### src/rtl/add_pkg.sv
`default_nettype none
// ============================================================================
//  Module   : add_pkg
//  Brief    : Shared constants and state encoding for the sliced serial adder.
//  Revision : 1.0 - initial release
// ============================================================================
package add_pkg;

    // Width of one adder slice; the top processes WIDTH/SLICE_W slices.
    localparam int SLICE_W = 16;

    // Controller states.
    typedef enum logic [1:0] {
        IDLE = 2'd0,
        RUN  = 2'd1,
        DONE = 2'd2
    } state_t;

endpackage
`default_nettype wire

### src/rtl/serial_add_ctrl_cla16.sv
`default_nettype none
// ============================================================================
//  Module   : cla16
//  Brief    : 16-bit two-level carry-lookahead adder (four 4-bit groups).
//  Revision : 1.0 - initial release
// ============================================================================
module cla16
    import add_pkg::*;
(
    input  logic [SLICE_W-1:0] a,
    input  logic [SLICE_W-1:0] b,
    input  logic               cin,
    output logic [SLICE_W-1:0] sum,
    output logic               cout
);

    logic [SLICE_W-1:0] gen;
    logic [SLICE_W-1:0] prop;
    logic [3:0]         grp_gen;
    logic [3:0]         grp_prop;
    logic [4:0]         grp_carry;

    assign gen  = a & b;
    assign prop = a ^ b;

    // Group generate/propagate for each 4-bit group.
    always_comb begin
        grp_gen  = '0;
        grp_prop = '0;
        for (int j = 0; j < 4; j++) begin
            grp_gen[j]  = gen[4*j+3]
                        | (prop[4*j+3] & gen[4*j+2])
                        | (prop[4*j+3] & prop[4*j+2] & gen[4*j+1])
                        | (prop[4*j+3] & prop[4*j+2] & prop[4*j+1] & gen[4*j]);
            grp_prop[j] = &prop[4*j +: 4];
        end
    end

    // Second-level lookahead: carry into each group directly from cin.
    always_comb begin
        grp_carry    = '0;
        grp_carry[0] = cin;
        grp_carry[1] = grp_gen[0] | (grp_prop[0] & cin);
        grp_carry[2] = grp_gen[1] | (grp_prop[1] & grp_gen[0])
                     | (grp_prop[1] & grp_prop[0] & cin);
        grp_carry[3] = grp_gen[2] | (grp_prop[2] & grp_gen[1])
                     | (grp_prop[2] & grp_prop[1] & grp_gen[0])
                     | (grp_prop[2] & grp_prop[1] & grp_prop[0] & cin);
        grp_carry[4] = grp_gen[3] | (grp_prop[3] & grp_gen[2])
                     | (grp_prop[3] & grp_prop[2] & grp_gen[1])
                     | (grp_prop[3] & grp_prop[2] & grp_prop[1] & grp_gen[0])
                     | (grp_prop[3] & grp_prop[2] & grp_prop[1] & grp_prop[0] & cin);
    end

    // Sum bits within each group from the group's incoming carry.
    always_comb begin
        logic c;
        sum = '0;
        c   = 1'b0;
        for (int j = 0; j < 4; j++) begin
            c = grp_carry[j];
            for (int i = 0; i < 4; i++) begin
                sum[4*j+i] = prop[4*j+i] ^ c;
                c          = gen[4*j+i] | (prop[4*j+i] & c);
            end
        end
    end

    assign cout = grp_carry[4];

endmodule
`default_nettype wire

### src/rtl/serial_add_ctrl.sv
`default_nettype none
// ============================================================================
//  Module   : serial_add_ctrl
//  Brief    : Multi-cycle WIDTH-bit add/subtract, one 16-bit slice per cycle
//             through a single shared CLA16, with valid/ready handshakes.
//  Revision : 1.0 - initial release
// ============================================================================
module serial_add_ctrl
    import add_pkg::*;
#(
    parameter int WIDTH = 64
)(
    input  logic             clk,
    input  logic             rst_n,
    input  logic             in_valid,
    output logic             in_ready,
    input  logic [WIDTH-1:0] in_a,
    input  logic [WIDTH-1:0] in_b,
    input  logic             in_sub,
    output logic             out_valid,
    input  logic             out_ready,
    output logic [WIDTH-1:0] out_sum,
    output logic             out_cout,
    output logic             out_ovf
);

    localparam int N     = WIDTH / SLICE_W;
    localparam int IDX_W = $clog2(N) + 1;
    localparam logic [IDX_W-1:0] LAST_IDX = IDX_W'(N - 1);

    state_t             state;
    logic [IDX_W-1:0]   idx;
    logic               carry;
    logic [WIDTH-1:0]   op_a;
    logic [WIDTH-1:0]   op_b;
    logic [SLICE_W-1:0] slice_a;
    logic [SLICE_W-1:0] slice_b;
    logic [SLICE_W-1:0] slice_sum;
    logic               slice_cout;

    // Select the current slice of both latched operands.
    always_comb begin
        slice_a = '0;
        slice_b = '0;
        for (int k = 0; k < N; k++) begin
            if (idx == IDX_W'(k)) begin
                slice_a = op_a[k*SLICE_W +: SLICE_W];
                slice_b = op_b[k*SLICE_W +: SLICE_W];
            end
        end
    end

    cla16 u_cla16 (
        .a    (slice_a),
        .b    (slice_b),
        .cin  (carry),
        .sum  (slice_sum),
        .cout (slice_cout)
    );

    assign in_ready = (state == IDLE);

    // Controller: accept, run one slice per cycle, hold result until taken.
    always_ff @(posedge clk or negedge rst_n) begin
        if (!rst_n) begin
            state     <= IDLE;
            idx       <= '0;
            carry     <= 1'b0;
            op_a      <= '0;
            op_b      <= '0;
            out_valid <= 1'b0;
            out_sum   <= '0;
            out_cout  <= 1'b0;
            out_ovf   <= 1'b0;
        end else begin
            case (state)
                IDLE: begin
                    if (in_valid) begin
                        // Subtract is A + ~B + 1: invert B and preload carry.
                        op_a  <= in_a;
                        op_b  <= in_b ^ {WIDTH{in_sub}};
                        carry <= in_sub;
                        idx   <= '0;
                        state <= RUN;
                    end
                end
                RUN: begin
                    for (int k = 0; k < N; k++) begin
                        if (idx == IDX_W'(k)) begin
                            out_sum[k*SLICE_W +: SLICE_W] <= slice_sum;
                        end
                    end
                    carry <= slice_cout;
                    idx   <= idx + 1'b1;
                    if (idx == LAST_IDX) begin
                        out_cout  <= slice_cout;
                        out_ovf   <= (op_a[WIDTH-1] == op_b[WIDTH-1]) &&
                                     (slice_sum[SLICE_W-1] != op_a[WIDTH-1]);
                        out_valid <= 1'b1;
                        state     <= DONE;
                    end
                end
                DONE: begin
                    if (out_ready) begin
                        out_valid <= 1'b0;
                        state     <= IDLE;
                    end
                end
                default: begin
                    state     <= IDLE;
                    out_valid <= 1'b0;
                end
            endcase
        end
    end

endmodule
`default_nettype wire

### config.mk
export PLATFORM = sky130hd
export DESIGN_NAME = serial_add_ctrl
export DESIGN_NICKNAME = d
export VERILOG_FILES = /design/src/rtl/add_pkg.sv /design/src/rtl/serial_add_ctrl_cla16.sv /design/src/rtl/serial_add_ctrl.sv
export SDC_FILE = /design/constraint.sdc
export NUM_CORES = 1
export LEC_CHECK = 0
export BUFFER_PORTS_ARGS = -buffer_cell sky130_fd_sc_hd__buf_2
export CAP_MARGIN = 0
export CORE_MARGIN = 1.5
export CORE_UTILIZATION = 40
export CTS_CLUSTER_DIAMETER = 100
export DETAILED_ROUTE_END_ITERATION = 16
export RECOVER_POWER = 50
export SLEW_MARGIN = 15
export SYNTH_ARGS = -nofsm -noshare
export SYNTH_HDL_FRONTEND = slang
export SYNTH_SLANG_ARGS = --single-unit
### constraint.sdc
create_clock -name clk -period 9.7 [get_ports clk]
set_clock_uncertainty 0.1 [all_clocks]
set_input_delay 0.485 -clock clk [delete_from_list [all_inputs] [get_ports clk]]
set_output_delay 0.485 -clock clk [all_outputs]
set_load 0.02 [all_outputs]
==> impl_results.md <==
- Outcome: complete, but fails checks
- Failing checks: capacitance limit, slew limit
- Remaining antenna violation count: 0
- Worst skew pair latency: 510 ps
- Max_slew headroom: -1.32
- Global-route wire length before repair: 40,900 µm
- Rows: 56
- ANT cells: 0
- Yosys top cell area share: 0.519
- Max VDD drop: 0.190 mV
- Fin nets: 1,366
- Final Hold Viols: 0
- Drt wl/cell: between 15 and 20 µm
- Fmax: 0.165 GHz
- H-tree Lvls: 1
- Register area share after synthesis: 0.519
- Root Driver: clkbuf_16
- Initial antenna violation count: 1
- Final setup violation count: 0
- Synth area leader: dfrtp_1
- Post-synthesis register bit count: approximately 200
- Crit path kind: input port to async pin
- Slew @ Worst Pin: 3480 ps
- Syn_nets: 1,201
- Warnings, synthesis: 0
- Largest net degree at the start of global routing: 96
- Total track usage: 0.213
- Synth Area per Inst: 9.36 µm²
- Util after Layout: 0.485
- TNS Setup: 0 ps
- Post-DP HPWL: 19,300 µm
- Power Dens Cells: 417 nW/µm²
- Worst Path Max Fanout: 65
- Max_cap viols: 5
- Ys async rst share: 1.00
- Commonest non-fill, non-tap cells in the layout: nand2_1, dfrtp_1, buf_2
- Final Routed Wirelength: 26,400 µm
- Post-CTS sizing: 0
- Synth Flop Type: dfrtp_1
- CP Data Arrival Time: 5770 ps
- DRC errors left: 0
- Core ar.: 23,600 µm²
- Die Span Y: 159 µm
- Final Critical Period: 6050 ps
- CTS sink count: between 200 and 250
- Final Wtd Congestion: slightly below 0.9
- DRT Pass-1 Iters: 5
- TritonCTS buffer count: 23
- Via density: 5.05
- Most common cell after layout, fill and taps aside: nand2_1
- Area Growth Syn to Fin: 18.4%
- DRT iter0 DRCs: 675
- Static Leak: about 5.4 nW
- Largest cells by area after synthesis: dfrtp_1, nand2_1, xnor2_1
- PortBufs: 200
- Max clock buf depth: 3
- Element type at the critical path end: async pin
- Total grt overflow: 0
- Period Utilization, post-route: 0.624
- Worst EP required: between 9000 and 10,000 ps
- Fraction of layout cells with a size suffix above 1: 0.160
- Hold WC Path Type: input port to flip-flop
- Pins Over Slew Limit: between 200 and 300
- Initial Util: 0.410
- Die X: 159 µm
- Library cells used by synthesis: 41
- Vias post-DR: 7,752
- IO Pins: about 200
- Vias in the first global route: 7,381
- EDFF count, synth: 0
- CTS clk-pin slew, worst paths: roughly 60 ps
- Cells after Synth: around 1,000
- RSZ-0062 raised after global routing: false
- Worst setup SP type: input port
- Die area: 25,100 µm²
- CTS tree: done
- Synthesized cell area: 9680 µm²
- Setup Buffers After CTS: 0
## path summary, 6_finish.rpt
check	startpoint	end	slack, ps	depth (start not counted)
setup / recovery	rst_n	op_b[16]$_DFFE_PN0P_	3650	3
hold / removal	in_a[9]	op_a[9]$_DFFE_PN0P_	60	3
setup reg to reg	idx[2]$_DFFE_PN0P_	out_ovf$_DFFE_PN0P_	4370	17
hold reg to reg	op_a[43]$_DFFE_PN0P_	op_a[43]$_DFFE_PN0P_	370	2
max in group clk	idx[2]$_DFFE_PN0P_	out_ovf$_DFFE_PN0P_	4370	17
min in group asynchronous	rst_n	out_sum[19]$_DFFE_PN0P_	1410	2
## power by group
part | leakage (nW) | total (mW) | internal, mW | switching (mW)
combinational | 2.58 | 2.42 | 0.846 | 1.57
sequential | 2.41 | 1.53 | 1.24 | 0.283
clock | 0.361 | 0.837 | 0.496 | 0.342
total | 5.35 | 4.78 | 2.58 | 2.20
## metrics by stage
| stage | cell area [µm²] | hold slack (ps) | worst slack (ps) | instances | power [mW] |
|---|---|---|---|---|---|
| finish | 11500 | 62.1 | 3650 | 1536 | 4.78 |
| floorplan | 9680 | 89.4 | 5110 | 1035 | 3.13 |
| global route | 11500 | 62.4 | 2300 | 1536 | 5.20 |
| global placement | 10800 | 353 | 4500 | 1493 | 3.95 |
| detailed placement | 10800 | 360 | 4420 | 1493 | 3.99 |
| CTS | 11600 | 48.0 | 4380 | 1536 | 4.84 |
## layer usage
metal	wire [µm]	global-route usage	up-vias	part of all wire
met5	0	0	-	0
met4	662	0.0619	0	0.025
li1	-	-	3793	-
met1	12400	0.310	3653	0.47
met3	1700	0.0310	40	0.064
met2	11600	0.331	266	0.44
## cell type report
type | instances | area (µm²)
fill | 2350 | 12200
multi-input combinational | 755 | 4270
clock inverter | 10 | 87.6
timing repair buffer | 212 | 995
tap | 319 | 399
inverter | 7 | 26.3
clock buffer | 32 | 649
sequential | 201 | 5030
## state kept, by name, indices dropped and copies added, names as in the netlist
name       count
state          2
out_sum       64
idx            3
out_ovf        1
out_valid      1
out_cout       1
carry          1
op_b          64
op_a          64
## worst max-delay path, cell delays in order
cell and delay (ps):
dlygate4sd3_1 520, clkbuf_1 2110, clkbuf_1 2570
## cell usage after synthesis, types with 17 or more instances
cell type / instances
nand2_1: 269
dfrtp_1: 201
a21oi_1: 96
nor2_1: 91
o21ai_0: 79
xnor2_1: 65
buf_2: 42
clkbuf_1: 24
ha_1: 21
nor3_1: 21
a21o_1: 20
a221oi_1: 17
## kinds of logic (layout without fill, tap and decap cells)
| logic type | count (synthesis) | after routing | share of synthesized area |
|---|---|---|---|
| AOI/OAI and AO/OA | 246 | 246 | 0.152 |
| xor gates and xnor gates | 68 | 68 | 0.0615 |
| and+or+nand+nor | 400 | 400 | 0.165 |
| buffers and inverters | 79 | 261 | 0.0403 |
| DFF | 201 | 201 | 0.519 |
| muxes | 8 | 8 | 0.0101 |
| adders and majority gates | 33 | 33 | 0.0519 |
## timing repair
action                     4_1_cts  5_1_grt
hold buffers                     1        0
setup endpoints to repair        0        0
hold endpoints to repair        56        0
No activity file was read; power rests on OpenSTA's default activity.
